<file path="config.mk">
export PLATFORM = sky130hd
export DESIGN_NAME = pc_sequencer
export DESIGN_NICKNAME = d
export VERILOG_FILES = /design/src/rtl/pc_sequencer.sv
export SDC_FILE = /design/constraint.sdc
export NUM_CORES = 1
export LEC_CHECK = 0
export ABC_AREA = 1
export ABC_CLOCK_PERIOD_IN_PS = 3200
export CAP_MARGIN = 20
export CORE_MARGIN = 2
export CORE_UTILIZATION = 62
export CTS_BUF_LIST = sky130_fd_sc_hd__clkbuf_16
export CTS_CLUSTER_SIZE = 14
export DETAILED_ROUTE_END_ITERATION = 8
export DONT_BUFFER_PORTS = 1
export HOLD_SLACK_MARGIN = 0.06
export PLACE_DENSITY_LB_ADDON = 0.3
export SLEW_MARGIN = 0
export SYNTH_ARGS = -nofsm -noshare
export SYNTH_HDL_FRONTEND = slang
export SYNTH_SLANG_ARGS = --single-unit
</file>
<file path="constraint.sdc">
create_clock -name clk -period 3.2 [get_ports clk]
set_input_delay 0.96 -clock clk [delete_from_list [all_inputs] [get_ports clk]]
set_output_delay 0.96 -clock clk [all_outputs]
set_load 0.05 [all_outputs]
</file>
<file path="src/rtl/pc_sequencer.sv">
// Next-PC selection and stall/flush sequencing for the fetch-side PC register.
// Optional macro PC_DELAY_SLOT_EN: branches execute one delay slot before redirecting.
module pc_sequencer #(
    parameter logic [31:0] RESET_PC   = 32'h0040_0000,
    parameter logic [31:0] EXC_VECTOR = 32'h0040_0004,
    parameter int unsigned DIV_CYCLES = 32
) (
    input  logic        clk,
    input  logic        rst,
    input  logic [31:0] pc_cur,
    input  logic        br_req,
    input  logic [31:0] br_target,
    input  logic        exc_req,
    input  logic        eret_req,
    input  logic [31:0] epc_in,
    input  logic        load_use,
    input  logic        div_start,
    output logic [31:0] next_pc,
    output logic        pc_wena,
    output logic        stall,
    output logic        if_flush,
    output logic        div_busy,
    output logic [1:0]  state_o
);

    localparam logic [1:0] ST_RUN = 2'd0;
    localparam logic [1:0] ST_DIV = 2'd1;
    localparam logic [1:0] ST_EXC = 2'd2;

    localparam logic [7:0] DIV_LOAD = 8'(DIV_CYCLES - 1);

    logic [1:0]  state_q, state_d;
    logic [7:0]  cnt_q, cnt_d;
    logic        pv_q, pv_d;
    logic [31:0] pt_q, pt_d;
    logic        busy_q;
    logic [31:0] seq_pc;
    logic        br_latch;

    assign seq_pc = pc_cur + 32'd4;

    // With delay slots an outstanding target must not be overwritten.
`ifdef PC_DELAY_SLOT_EN
    assign br_latch = br_req && !pv_q;
`else
    assign br_latch = br_req;
`endif

    always_comb begin
        state_d  = state_q;
        cnt_d    = cnt_q;
        pv_d     = pv_q;
        pt_d     = pt_q;
        next_pc  = seq_pc;
        pc_wena  = 1'b0;
        stall    = 1'b0;
        if_flush = 1'b0;

        case (state_q)
            ST_RUN: begin
                if (exc_req) begin
                    next_pc  = EXC_VECTOR;
                    pc_wena  = 1'b1;
                    if_flush = 1'b1;
                    pv_d     = 1'b0;
                    state_d  = ST_EXC;
                end else if (eret_req) begin
                    next_pc  = epc_in;
                    pc_wena  = 1'b1;
                    if_flush = 1'b1;
                    pv_d     = 1'b0;
                end else if (div_start) begin
                    stall   = 1'b1;
                    cnt_d   = DIV_LOAD;
                    state_d = ST_DIV;
                    if (br_latch) begin
                        pv_d = 1'b1;
                        pt_d = br_target;
                    end
                end else if (load_use) begin
                    stall = 1'b1;
                    if (br_latch) begin
                        pv_d = 1'b1;
                        pt_d = br_target;
                    end
                end else begin
                    pc_wena = 1'b1;
                    pv_d    = 1'b0;
`ifdef PC_DELAY_SLOT_EN
                    // Delay slot is fetched sequentially; target applies one write later.
                    if (pv_q) begin
                        next_pc = pt_q;
                    end else if (br_req) begin
                        pv_d = 1'b1;
                        pt_d = br_target;
                    end
`else
                    if (br_req) begin
                        next_pc  = br_target;
                        if_flush = 1'b1;
                    end else if (pv_q) begin
                        next_pc  = pt_q;
                        if_flush = 1'b1;
                    end
`endif
                end
            end

            ST_DIV: begin
                if (exc_req) begin
                    next_pc  = EXC_VECTOR;
                    pc_wena  = 1'b1;
                    if_flush = 1'b1;
                    pv_d     = 1'b0;
                    cnt_d    = 8'd0;
                    state_d  = ST_EXC;
                end else begin
                    stall = 1'b1;
                    if (br_latch) begin
                        pv_d = 1'b1;
                        pt_d = br_target;
                    end
                    if (cnt_q == 8'd0)
                        state_d = ST_RUN;
                    else
                        cnt_d = cnt_q - 8'd1;
                end
            end

            ST_EXC: begin
                pc_wena  = 1'b1;
                if_flush = 1'b1;
                pv_d     = 1'b0;
                if (exc_req)
                    next_pc = EXC_VECTOR;
                else
                    state_d = ST_RUN;
            end

            default: state_d = ST_RUN;
        endcase

        if (!rst) begin
            next_pc  = RESET_PC;
            pc_wena  = 1'b0;
            stall    = 1'b1;
            if_flush = 1'b1;
            state_d  = ST_RUN;
            cnt_d    = 8'd0;
            pv_d     = 1'b0;
            pt_d     = 32'd0;
        end
    end

    always_ff @(posedge clk) begin
        state_q <= state_d;
        cnt_q   <= cnt_d;
        pv_q    <= pv_d;
        pt_q    <= pt_d;
        busy_q  <= (state_d == ST_DIV);
    end

    assign div_busy = busy_q;
    assign state_o  = state_q;

endmodule

</file>
==> run metrics, run 1 <==
run status did not finish; Stop stage 5_1_grt; Run Error [ERROR GRT-0232] Routing congestion too high. Check the congestion heatmap in the GUI.; Starting Density 64.1%; placed instance count 909; ys async rst share 0%; Die Ht 88.0 um; most frequent cell after synthesis nand2_1; clk buf depth 2; Mapped Area 0.00438 mm2; top post-synthesis cells by count nand2_1 (180), nor2_1 (128), o21ai_0 (88); CTS buffer count 5; IO Count 141; part of the Yosys area used for sequential elements 20.1%; CTS H-tree depth 2; synth warn 0; Post-synth EDFFs 0; post-synth top area cell dfxtp_1; Synth Net Count 876; post-GRT worst EP next_pc[17]; GRT Util Overall 79.0%; largest net degree at the start of global routing 55; Yosys cell types 46; Mapped Cells 766; Port-buffer cells 0; post-detail-place hpwl 12.7 mm; # hold bufs at CTS 0; synthesized flop and latch total 44; Post-DP Area 0.00555 mm2; Die Wd 88.0 um; top cells by area, synth dfxtp_1 (20%), nand2_1 (15%), nor2_1 (11%), o21ai_0 (10%), a21oi_1 (6.7%); GPL Wtd Cong 1.06; Synth Flop Type dfxtp_1; Core Rows 30; Yosys top cell area share 20.1%; Worst End Pin Type top-level output; GRT Residual Overflow 31; Root Buffer clkbuf_16; clock sink count 44; Post-Syn Area per Cell 5.72 um2
metrics by stage:
step	worst slack [ns]	hold slack, ns
CTS	-0.0592	0.486
detailed placement	-0.223	0.472
global placement	-0.132	0.461
floorplan	-0.161	0.449
per-layer routing:
metal | overflow | track usage, %
met1 | 0 | 78.1
met2 | 16 | 93.7
met3 | 0 | 68.3
met4 | 15 | 78.8
met5 | 0 | 26.0
what timing repair did:
item | 4_1_cts
gates resized for setup | 64
setup endpoints to repair | 32
setup buffers | 6
pin swaps | 41
cell families after synthesis:
family	count (synthesis)	share of synthesized area, %
compound gates	196	25.2
xor+xnor	16	3.37
fa+ha+maj	7	2.00
buf+inv	111	10.7
flops	44	20.1
mux	4	0.914
simple gates	388	37.7
==> run 2: changes to the inputs <==
--- a/config.mk
+++ b/config.mk
@@ -9,13 +9,10 @@
 export ABC_CLOCK_PERIOD_IN_PS = 3200
 export CAP_MARGIN = 20
 export CORE_MARGIN = 2
-export CORE_UTILIZATION = 62
-export CTS_BUF_LIST = sky130_fd_sc_hd__clkbuf_16
-export CTS_CLUSTER_SIZE = 14
+export CORE_UTILIZATION = 40
 export DETAILED_ROUTE_END_ITERATION = 8
 export DONT_BUFFER_PORTS = 1
-export HOLD_SLACK_MARGIN = 0.06
-export PLACE_DENSITY_LB_ADDON = 0.3
+export PLACE_DENSITY_LB_ADDON = 0.15
 export SLEW_MARGIN = 0
 export SYNTH_ARGS = -nofsm -noshare
 export SYNTH_HDL_FRONTEND = slang
==> run metrics, run 2 <==
Final Hold Vio Count 0; CP arrival 2.37 ns; Worst Hold End pt_q[7]$_SDFFE_PN0P_; post-synth top area cell dfxtp_1 (unchanged); IO Count 141 (unchanged); most frequent cell after synthesis nand2_1 (unchanged); Port-buffer cells 0 (unchanged); fin area 0.00652 mm2; setup_tns -1.45 ns; r2r worst-path depth 21; CP endpoint kind primary output; ys async rst share 0% (unchanged); period utilisation layout 104%; Overall Power 1.83 mW; hold_sp pt_q[7]$_SDFFE_PN0P_; Worst Path Max Fanout 8; full die area 0.0118 mm2; antenna violations before repair 0; layer with the highest usage met2; Clk Latency, worst-skew pair 0.29 ns; run status finished with violations (was did not finish); total net switching power 0.743 mW; clock power share 18.9%; part of the Yosys area used for sequential elements 20.1% (unchanged); critical-path cell list nor2_4, nand2_4, nor2_4, buf_6, nand3_2, o211ai_1, o21ai_1, nand3_1, a21oi_4, buf_12; leakage 2.70 nW; Post-Syn Area per Cell 5.72 um2 (unchanged); Crit path required time 2.24 ns; top post-synthesis cells by count nand2_1 (180), nor2_1 (128), o21ai_0 (88) (unchanged); total number of vias 5660; Synth Net Count 876 (unchanged); largest net degree at the start of global routing 55; Die Wd 109 um (was 88.0 um); Core Rows 38 (was 30); f_max 300 MHz; clk buf depth 2 (unchanged); Starting Density 40.8% (was 64.1%); n_diodes 0; final worst slack -0.129 ns; synth warn 0 (unchanged); Crit-path slowest cell nor2_4; final setup fails 24; VDD IR max 0.232 mV; Residual DRC 0; most frequent CP cell nor2_4; Critical R2R Launch pv_q$_SDFFE_PN0N_; max-slew violation count 0; Syn-to-layout area delta 49.0%; Yosys top cell area share 20.1% (unchanged); vias in the first global route 5222; Reg clk slew, reported paths 0.08 ns; GPL Wtd Cong 0.927 (was 1.06); Min Clock Period, post-route 3.33 ns; met2 Resource Use GR 49.1%; met1 Usage GRT 41.6%; Mapped Area 0.00438 mm2 (unchanged); Largest Register pt_q; Mapped Cells 766 (unchanged); M3 GR Usage 5.02%; via/cell ratio 5.64; Core ar. 0.0107 mm2; internal power 1.09 mW; slowest stage delay, CP 0.27 ns; RSZ-0062 raised after global routing true; clock sink count 44 (unchanged); Power per Cell Area 281 mW/mm2; CTS buffer count 5 (unchanged); final hold slack 0.489 ns; final WL 18.2 mm; synthesized flop and latch total 44 (unchanged); Hold Path Stages 2; worst reg-to-reg setup slack 0.13 ns; Net Sw Frac 40.6%; clk_skew 0.00467 ns; Die Ht 109 um (was 88.0 um); fill count 1027; max_cap viols 0; pre-CTS setup slack -0.297 ns (was -0.223 ns); top cells by area, synth dfxtp_1 (20%), nand2_1 (15%), nor2_1 (11%), o21ai_0 (10%), a21oi_1 (6.7%) (unchanged); CTS tree yes; Post-synth EDFFs 0 (unchanged); GRT Util Overall 30.1%; Largest register FFs 32; CTS H-tree depth 2 (unchanged); fin nets 973; share of cells above drive strength 1 31.4%; Post-DRT Antenna Nets 0; Synth Flop Type dfxtp_1 (unchanged); TritonRoute pass-1 iters 5; Slew HR 66.8%; drt wl/cell 18.2 um; logic gate share of total power 48.0%; Worst Tran Pin Value 0.492 ns; critical path class input port to primary output; Yosys cell types 46 (unchanged); Critical R2R Capture pv_q$_SDFFE_PN0N_; CP startpoint kind input port; # hold bufs at CTS 0 (unchanged); Root Buffer clkbuf_8 (was clkbuf_16); Hold Path Class flip-flop to flip-flop; Post-DP Area 0.00575 mm2 (was 0.00555 mm2); first-pass GRT wire length 27.8 mm; Flop pwr share 33.0%; failing checks negative setup slack; Initial DRC Count 396; GRT Residual Overflow 0; post-detail-place hpwl 13.7 mm (was 12.7 mm); most common cell after layout, fill and taps aside nand2_1; most frequent cells in the layout nand2_1 (163), nor2_1 (112), buf_4 (79)
run 2: cell type report:
type	instances	area [um2]	share of cell area, %
multi-input cells	611	3700	56.7
repair buffers	126	1390	21.2
flip-flops and latches	44	882	13.5
inverters	75	305	4.68
well taps	140	175	2.69
clock buffers	6	72.6	1.11
clock inverters	1	5.00	0.0767
run 2: metal layers:
layer	vias to the layer above	part of all wire [%]
met1	2673	43
met3	32	8.7
li1	2716	-
met5	-	0
met4	0	2.1
met2	239	46
run 2: cells by family (layout without fill, tap and decap cells):
kind of cell	count (synthesis)	count (layout)	share of synthesized area [%]
AO/OA/AOI/OAI	196	196	25.2
XOR/XNOR	16	16	3.37
adder cells (fa/ha/maj)	7	7	2.00
buffers and inverters	111	208	10.7
flip-flops	44	44	20.1
multiplexers	4	4	0.914
AND/OR/NAND/NOR	388	388	37.7
run 2: worst max-delay path, delay by kind of cell:
family                 cells  cell delay, ns
and+or+nand+nor            5            0.68
AOI/OAI and AO/OA          3            0.40
buffers and inverters      2            0.31
run 2: power groups by stage:
stage / Clock (mW) / Sequential, mW / Combinational, mW
floorplan: 0 / 0.617 / 0.523
global placement: 0 / 0.615 / 0.774
detailed placement: 0 / 0.617 / 0.784
CTS: 0.352 / 0.604 / 0.831
global route: 0.368 / 0.608 / 0.944
finish: 0.347 / 0.605 / 0.880
run 2: how the worst max path moves through the flow:
| stage | from | to | slack [ns] |
|---|---|---|---|
| floorplan | eret_req | next_pc[5] | -0.16 |
| global placement | load_use | next_pc[28] | -0.23 |
| detailed placement | load_use | next_pc[28] | -0.30 |
| CTS | pc_cur[2] | next_pc[22] | -0.11 |
| global route | pc_cur[11] | next_pc[26] | -0.20 |
| finish | load_use | next_pc[8] | -0.13 |
run 2: per-stage QoR:
step	utilization (%)	cells
floorplan	-	766
global placement	53.5	971
detailed placement	53.5	971
CTS	58.1	999
global route	60.7	1003
finish	60.7	1003
run 2: what timing repair did:
action | 4_1_cts | 5_1_grt
pin swaps | 33 | 40
setup buffers | 23 | 6
gates cloned | 1 | 0
setup endpoints to repair | 33 | 35
gates resized for setup | 73 | 73
(Power assumes the default switching activity.)
==> run 3: changes to the inputs <==
--- a/config.mk
+++ b/config.mk
@@ -6,10 +6,10 @@
 export NUM_CORES = 1
 export LEC_CHECK = 0
 export ABC_AREA = 1
-export ABC_CLOCK_PERIOD_IN_PS = 3200
 export CAP_MARGIN = 20
 export CORE_MARGIN = 2
 export CORE_UTILIZATION = 40
+export CTS_CLUSTER_SIZE = 16
 export DETAILED_ROUTE_END_ITERATION = 8
 export DONT_BUFFER_PORTS = 1
 export PLACE_DENSITY_LB_ADDON = 0.15
==> constraint.sdc (replaced) <==
create_clock -name clk -period 3.4 [get_ports clk]
set_input_delay 1.02 -clock clk [delete_from_list [all_inputs] [get_ports clk]]
set_output_delay 1.02 -clock clk [all_outputs]
set_load 0.05 [all_outputs]
==> run metrics, run 3 (same netlist as run 2, synthesis figures left out) <==
vias in the first global route 4946 (was 5222); Worst Hold End pt_q[9]$_SDFFE_PN0P_ (was pt_q[7]$_SDFFE_PN0P_); f_max 291 MHz; Critical R2R Capture pt_q[12]$_SDFFE_PN0P_ (was pv_q$_SDFFE_PN0N_); Crit path required time 2.38 ns (was 2.24 ns); Reg clk slew, reported paths 0.07 ns (was 0.08 ns); final setup fails 3 (was 24); Slew HR 67.9% (was 66.8%); critical path class input port to primary output (unchanged); Power per Cell Area 274 mW/mm2 (was 281 mW/mm2); failing checks negative setup slack (unchanged); r2r worst-path depth 10 (was 21); clock sink count 44 (unchanged); max-slew violation count 0 (unchanged); slowest stage delay, CP 0.25 ns (was 0.27 ns); CP startpoint pc_cur[14] (was load_use); clk buf depth 2 (unchanged); Min Clock Period, post-route 3.43 ns; Initial DRC Count 474 (was 396); n_diodes 0 (unchanged); Core Rows 38 (unchanged); Die Ht 109 um (unchanged); CP startpoint kind input port (unchanged); Worst Tran Pin Value 0.481 ns (was 0.492 ns); worst reg-to-reg setup slack 1.21 ns (was 0.13 ns); Clk Latency, worst-skew pair 0.30 ns (was 0.29 ns); largest delay contributor family on the critical path simple AND/OR/NAND/NOR gates (unchanged); Hold Path Stages 2 (unchanged); Starting Density 40.8% (unchanged); via/cell ratio 5.55 (was 5.64); first-pass GRT wire length 26.1 mm (was 27.8 mm); fin nets 931 (was 973); total number of vias 5333 (was 5660); Crit-path slowest cell nor3_4 (was nor2_4); Post-DRT Antenna Nets 0 (unchanged); largest net degree at the start of global routing 55 (unchanged); Residual DRC 0 (unchanged); VDD IR max 0.221 mV (was 0.232 mV); Critical R2R Launch state_o[0]$_DFF_P_ (was pv_q$_SDFFE_PN0N_); CTS buffer count 5 (unchanged); Core ar. 0.0107 mm2 (unchanged); post-detail-place hpwl 13.2 mm (was 13.7 mm); Syn-to-layout area delta 36.3% (was 49.0%); Final Hold Vio Count 0 (unchanged); clk_skew 0.00437 ns (was 0.00467 ns); Util after Layout 55.5% (was 60.7%); GRT Residual Overflow 0 (unchanged); Die Wd 109 um (unchanged); CTS H-tree depth 2 (unchanged); max_cap viols 0 (unchanged); RSZ-0062 raised after global routing true (unchanged); CP bufs+invs 3 (was 2); drt wl/cell 17.6 um (was 18.2 um); Post-DP Area 0.00551 mm2 (was 0.00575 mm2); Worst Path Max Fanout 3 (was 8); full die area 0.0118 mm2 (unchanged); final worst slack -0.0338 ns (was -0.129 ns); most frequent cells in the layout nand2_1 (170), nor2_1 (115), o21ai_0 (72) (was nand2_1 (163), nor2_1 (112), buf_4 (79)); hold_sp pt_q[9]$_SDFFE_PN0P_ (was pt_q[7]$_SDFFE_PN0P_); Largest register FFs 32 (unchanged); CP arrival 2.41 ns (was 2.37 ns); run status finished with violations (unchanged); fin area 0.00597 mm2 (was 0.00652 mm2); critical-path cell list clkinvlp_4, nor3_4, nand4_1, nor2_2, nand3_2, nor2_2, nand2_1, nand3_1, nand2_1, inv_2, buf_12 (was nor2_4, nand2_4, nor2_4, buf_6, nand3_2, o211ai_1, o21ai_1, nand3_1, a21oi_4, buf_12); IO Count 141 (unchanged); antenna violations before repair 0 (unchanged); # hold bufs at CTS 0 (unchanged); Port-buffer cells 0 (unchanged); TritonRoute pass-1 iters 5 (unchanged); share of cells above drive strength 1 24.4% (was 31.4%); leakage 2.45 nW (was 2.70 nW); CP endpoint kind primary output (unchanged); GPL Wtd Cong 0.976 (was 0.927); CTS tree yes (unchanged); Root Buffer clkbuf_8 (unchanged); final WL 16.9 mm (was 18.2 mm); Hold Path Class flip-flop to flip-flop (unchanged); most common cell after layout, fill and taps aside nand2_1 (unchanged); period utilisation layout 101%; GRT Util Overall 28.2% (was 30.1%); Largest Register pt_q (unchanged)
-- run 3: worst max-delay path by stage --
stage                       end  cells past startpoint  slack (ns)
floorplan            next_pc[5]                      8       -0.08
global placement    next_pc[25]                     10       -0.05
detailed placement  next_pc[16]                     12       -0.08
CTS                 next_pc[16]                     12       -0.05
global route        next_pc[27]                     11       -0.15
finish              next_pc[27]                     11       -0.03
-- run 3: through the flow --
step                hold slack, ns  setup TNS, ns  power [mW]  cells  setup slack (ns)
floorplan                    0.449        -0.0815        1.06    766           -0.0815
global placement             0.463        -0.0962        1.28    947           -0.0513
detailed placement           0.471         -0.260        1.29    947           -0.0769
CTS                          0.491        -0.0545        1.61    956           -0.0545
global route                 0.513          -1.01        1.73    961            -0.147
finish                       0.486        -0.0522        1.64    961           -0.0338
-- run 3: cell type report --
cell class              instances  area, um2
repair buffers                 84       1100
flip-flops and latches         44        881
multi-input cells             611       3440
well taps                     140        175
clock inverters                 1       5.00
clock buffers                   6       72.6
inverters                      75        295
fillers                      1089       4780
-- run 3: worst min-delay path: cells and delay by family, from the launching register on --
family           cells  cell delay (ns)
AND/OR/NAND/NOR      2             0.13
flip-flops           1             0.33
-- run 3: power breakdown --
group          internal [mW]  total, mW  switching (mW)
clock                  0.140      0.318           0.178
sequential             0.548      0.568          0.0199
combinational          0.296      0.752           0.456
total                  0.984       1.64           0.654
-- run 3: what timing repair did --
item / 4_1_cts / 5_1_grt
setup buffers: 2 / 4
endpoints found under the setup margin: 11 / 27
resized for setup: 15 / 75
cloned: 0 / 2
pin swaps: 11 / 33
-- run 3: metal layers --
layer	share of wire, %	vias up	GRT usage [%]
met5	0	-	0
met4	1.3	0	5.59
met3	9.1	18	5.68
met2	45	237	44.2
met1	44	2453	40.3
li1	-	2625	-
==> run 4: changes to the inputs <==
--- a/config.mk
+++ b/config.mk
@@ -7,12 +7,14 @@
 export LEC_CHECK = 0
 export ABC_AREA = 1
 export CAP_MARGIN = 20
+export CELL_PAD_IN_SITES_DETAIL_PLACEMENT = 1
+export CELL_PAD_IN_SITES_GLOBAL_PLACEMENT = 1
 export CORE_MARGIN = 2
 export CORE_UTILIZATION = 40
 export CTS_CLUSTER_SIZE = 16
 export DETAILED_ROUTE_END_ITERATION = 8
 export DONT_BUFFER_PORTS = 1
-export PLACE_DENSITY_LB_ADDON = 0.15
+export PLACE_DENSITY = 0.85
 export SLEW_MARGIN = 0
 export SYNTH_ARGS = -nofsm -noshare
 export SYNTH_HDL_FRONTEND = slang
==> run metrics, run 4 (same netlist as run 2, synthesis figures left out) <==
CTS tree yes (unchanged); Reg clk slew, reported paths 0.10 ns (was 0.07 ns); met1 Usage GRT 42.5% (was 40.3%); VDD IR max 0.303 mV (was 0.221 mV); Root Buffer clkbuf_8 (unchanged); met2 Resource Use GR 58.9% (was 44.2%); fill count 1376 (was 1089); f_max 268 MHz (was 291 MHz); Final Hold Vio Count 0 (unchanged); full die area 0.0118 mm2 (unchanged); Slew HR 57.3% (was 67.9%); max-slew violation count 0 (unchanged); CTS H-tree depth 2 (unchanged); IO Count 141 (unchanged); post-detail-place hpwl 16.1 mm (was 13.2 mm); fin nets 955 (was 931); run status finished with violations (unchanged); critical path class input port to primary output (unchanged); layer with the highest usage met2 (unchanged); share of cells above drive strength 1 30.9% (was 24.4%); Power per Cell Area 287 mW/mm2 (was 274 mW/mm2); via/cell ratio 6.63 (was 5.55); final setup fails 32 (was 3); Hold Path Class flip-flop to flip-flop (unchanged); Die Ht 109 um (unchanged); Worst Path Max Fanout 3 (unchanged); CP endpoint kind primary output (unchanged); Worst Tran Pin Value 0.638 ns (was 0.481 ns); CP arrival 2.72 ns (was 2.41 ns); period utilisation layout 110% (was 101%); CTS buffer count 5 (unchanged); Core ar. 0.0107 mm2 (unchanged); Hold Path Stages 2 (unchanged); Post-DRT Antenna Nets 0 (unchanged); leakage 2.66 nW (was 2.45 nW); RSZ-0062 raised after global routing true (unchanged); worst reg-to-reg setup slack 0.82 ns (was 1.21 ns); Min Clock Period, post-route 3.74 ns (was 3.43 ns); first-pass GRT wire length 32.5 mm (was 26.1 mm); post-route insts no fill 986 (was 961); antenna violations before repair 0 (unchanged); Core Rows 38 (unchanged); placed instance count 955 (was 947); r2r worst-path depth 10 (unchanged); GRT Residual Overflow 0 (unchanged); GPL Wtd Cong 0.971 (was 0.976); Clk Latency, worst-skew pair 0.34 ns (was 0.30 ns); Residual DRC 0 (unchanged); CP startpoint kind input port (unchanged); n_diodes 0 (unchanged); failing checks negative setup slack (unchanged); Port-buffer cells 0 (unchanged); most frequent cells in the layout nand2_1 (150), nor2_1 (109), o21ai_0 (73) (was nand2_1 (170), nor2_1 (115), o21ai_0 (72)); clk_skew 0.0208 ns (was 0.00437 ns); Largest Register pt_q (unchanged); Syn-to-layout area delta 47.6% (was 36.3%); drt wl/cell 27.6 um (was 17.6 um); # hold bufs at CTS 0 (unchanged); Largest register FFs 32 (unchanged); Starting Density 40.8% (unchanged); clock sink count 44 (unchanged); Overall Power 1.86 mW (was 1.64 mW); final worst slack -0.336 ns (was -0.0338 ns); GRT Util Overall 35.4% (was 28.2%); Die Wd 109 um (unchanged); fin area 0.00646 mm2 (was 0.00597 mm2); M3 GR Usage 8.43% (was 5.68%); Post-DP Area 0.00555 mm2 (was 0.00551 mm2); total number of vias 6534 (was 5333); hold_sp pt_q[22]$_SDFFE_PN0P_ (was pt_q[9]$_SDFFE_PN0P_); largest net degree at the start of global routing 55 (unchanged); Initial DRC Count 754 (was 474); clk buf depth 2 (unchanged); Crit path required time 2.38 ns (about the same); vias in the first global route 6189 (was 4946); Critical R2R Capture pt_q[12]$_SDFFE_PN0P_ (unchanged); Critical R2R Launch state_o[1]$_DFF_P_ (was state_o[0]$_DFF_P_); final WL 27.2 mm (was 16.9 mm); max_cap viols 0 (unchanged); Worst Hold End pt_q[22]$_SDFFE_PN0P_ (was pt_q[9]$_SDFFE_PN0P_); most common cell after layout, fill and taps aside nand2_1 (unchanged); TritonRoute pass-1 iters 8 (was 5)
==> run 4: changes by cell type in the layout (fill, tap and decap cells not counted), moves of 3 or more <==
cell / previous run / this run
nand3_4: 3 / 6
nand3_1: 30 / 25
inv_1: 61 / 58
buf_6: 2 / 13
nand2_4: 3 / 10
nor2_4: 6 / 14
nand2_2: 11 / 24
buf_4: 46 / 58
nand2_1: 170 / 150
o21ai_1: 21 / 17
xnor2_2: 3 / 0
nor2_1: 115 / 109
clkinvlp_4: 1 / 5
==> run 4: through the flow <==
stage / utilization, % / TNS (ns) / worst slack (ns) / hold WS, ns
5_1_grt: 60.2 / -5.28 / -0.353 / 0.526
3_5_place_dp: 51.7 / -2.49 / -0.191 / 0.472
4_1_cts: 54.1 / -0.227 / -0.0673 / 0.495
6_report: 60.2 / -4.38 / -0.336 / 0.501
3_3_place_gp: 51.7 / -0.428 / -0.100 / 0.463
2_1_floorplan: - / -0.0815 / -0.0815 / 0.449
==> run 4: worst max-delay path: stages <==
cell	delay, ns
clkinvlp_4	0.12
nor3_4	0.22
buf_4	0.14
nand4_1	0.24
nor2_2	0.26
nand3_2	0.14
nor2_2	0.13
nand2_1	0.08
nand3_1	0.08
nand2_1	0.08
inv_2	0.08
buf_12	0.13
==> run 4: layout make-up <==
type	instances	area, um2	area share [%]
clock inverters	2	15.0	0.232
multi-input cells	611	3680	56.9
flip-flops and latches	44	881	13.6
clock buffers	6	82.6	1.28
repair buffers	108	1320	20.4
inverters	75	313	4.84
well taps	140	175	2.71
==> run 4: report_power, final <==
| part | internal (mW) | leakage, nW | switching [mW] |
|---|---|---|---|
| Clock | 0.165 | 0.0434 | 0.227 |
| Combinational | 0.330 | 2.26 | 0.563 |
| Sequential | 0.548 | 0.359 | 0.0250 |
==> run 4: how the worst max path moves through the flow <==
stage	startpoint	to	cells after the start	slack, ns
after floorplan	eret_req	next_pc[5]	8	-0.08
final	pc_cur[14]	next_pc[27]	12	-0.34
after detailed placement	load_use	next_pc[19]	10	-0.19
after CTS	pc_cur[2]	next_pc[16]	12	-0.07
after global routing	pc_cur[15]	next_pc[16]	10	-0.35
after global placement	load_use	next_pc[9]	10	-0.10
==> run 4: per-layer routing <==
metal | share of wire, % | up-vias
met3 | 12 | 196
met1 | 34 | 3108
li1 | - | 2674
met4 | 7.5 | 0
met5 | 0 | -
met2 | 46 | 556
==> run 4: repair_timing <==
item	4_1_cts	5_1_grt
setup buffers	6	17
gates resized for setup	35	131
setup endpoints to repair	30	30
gates cloned	0	1
pin swaps	22	67
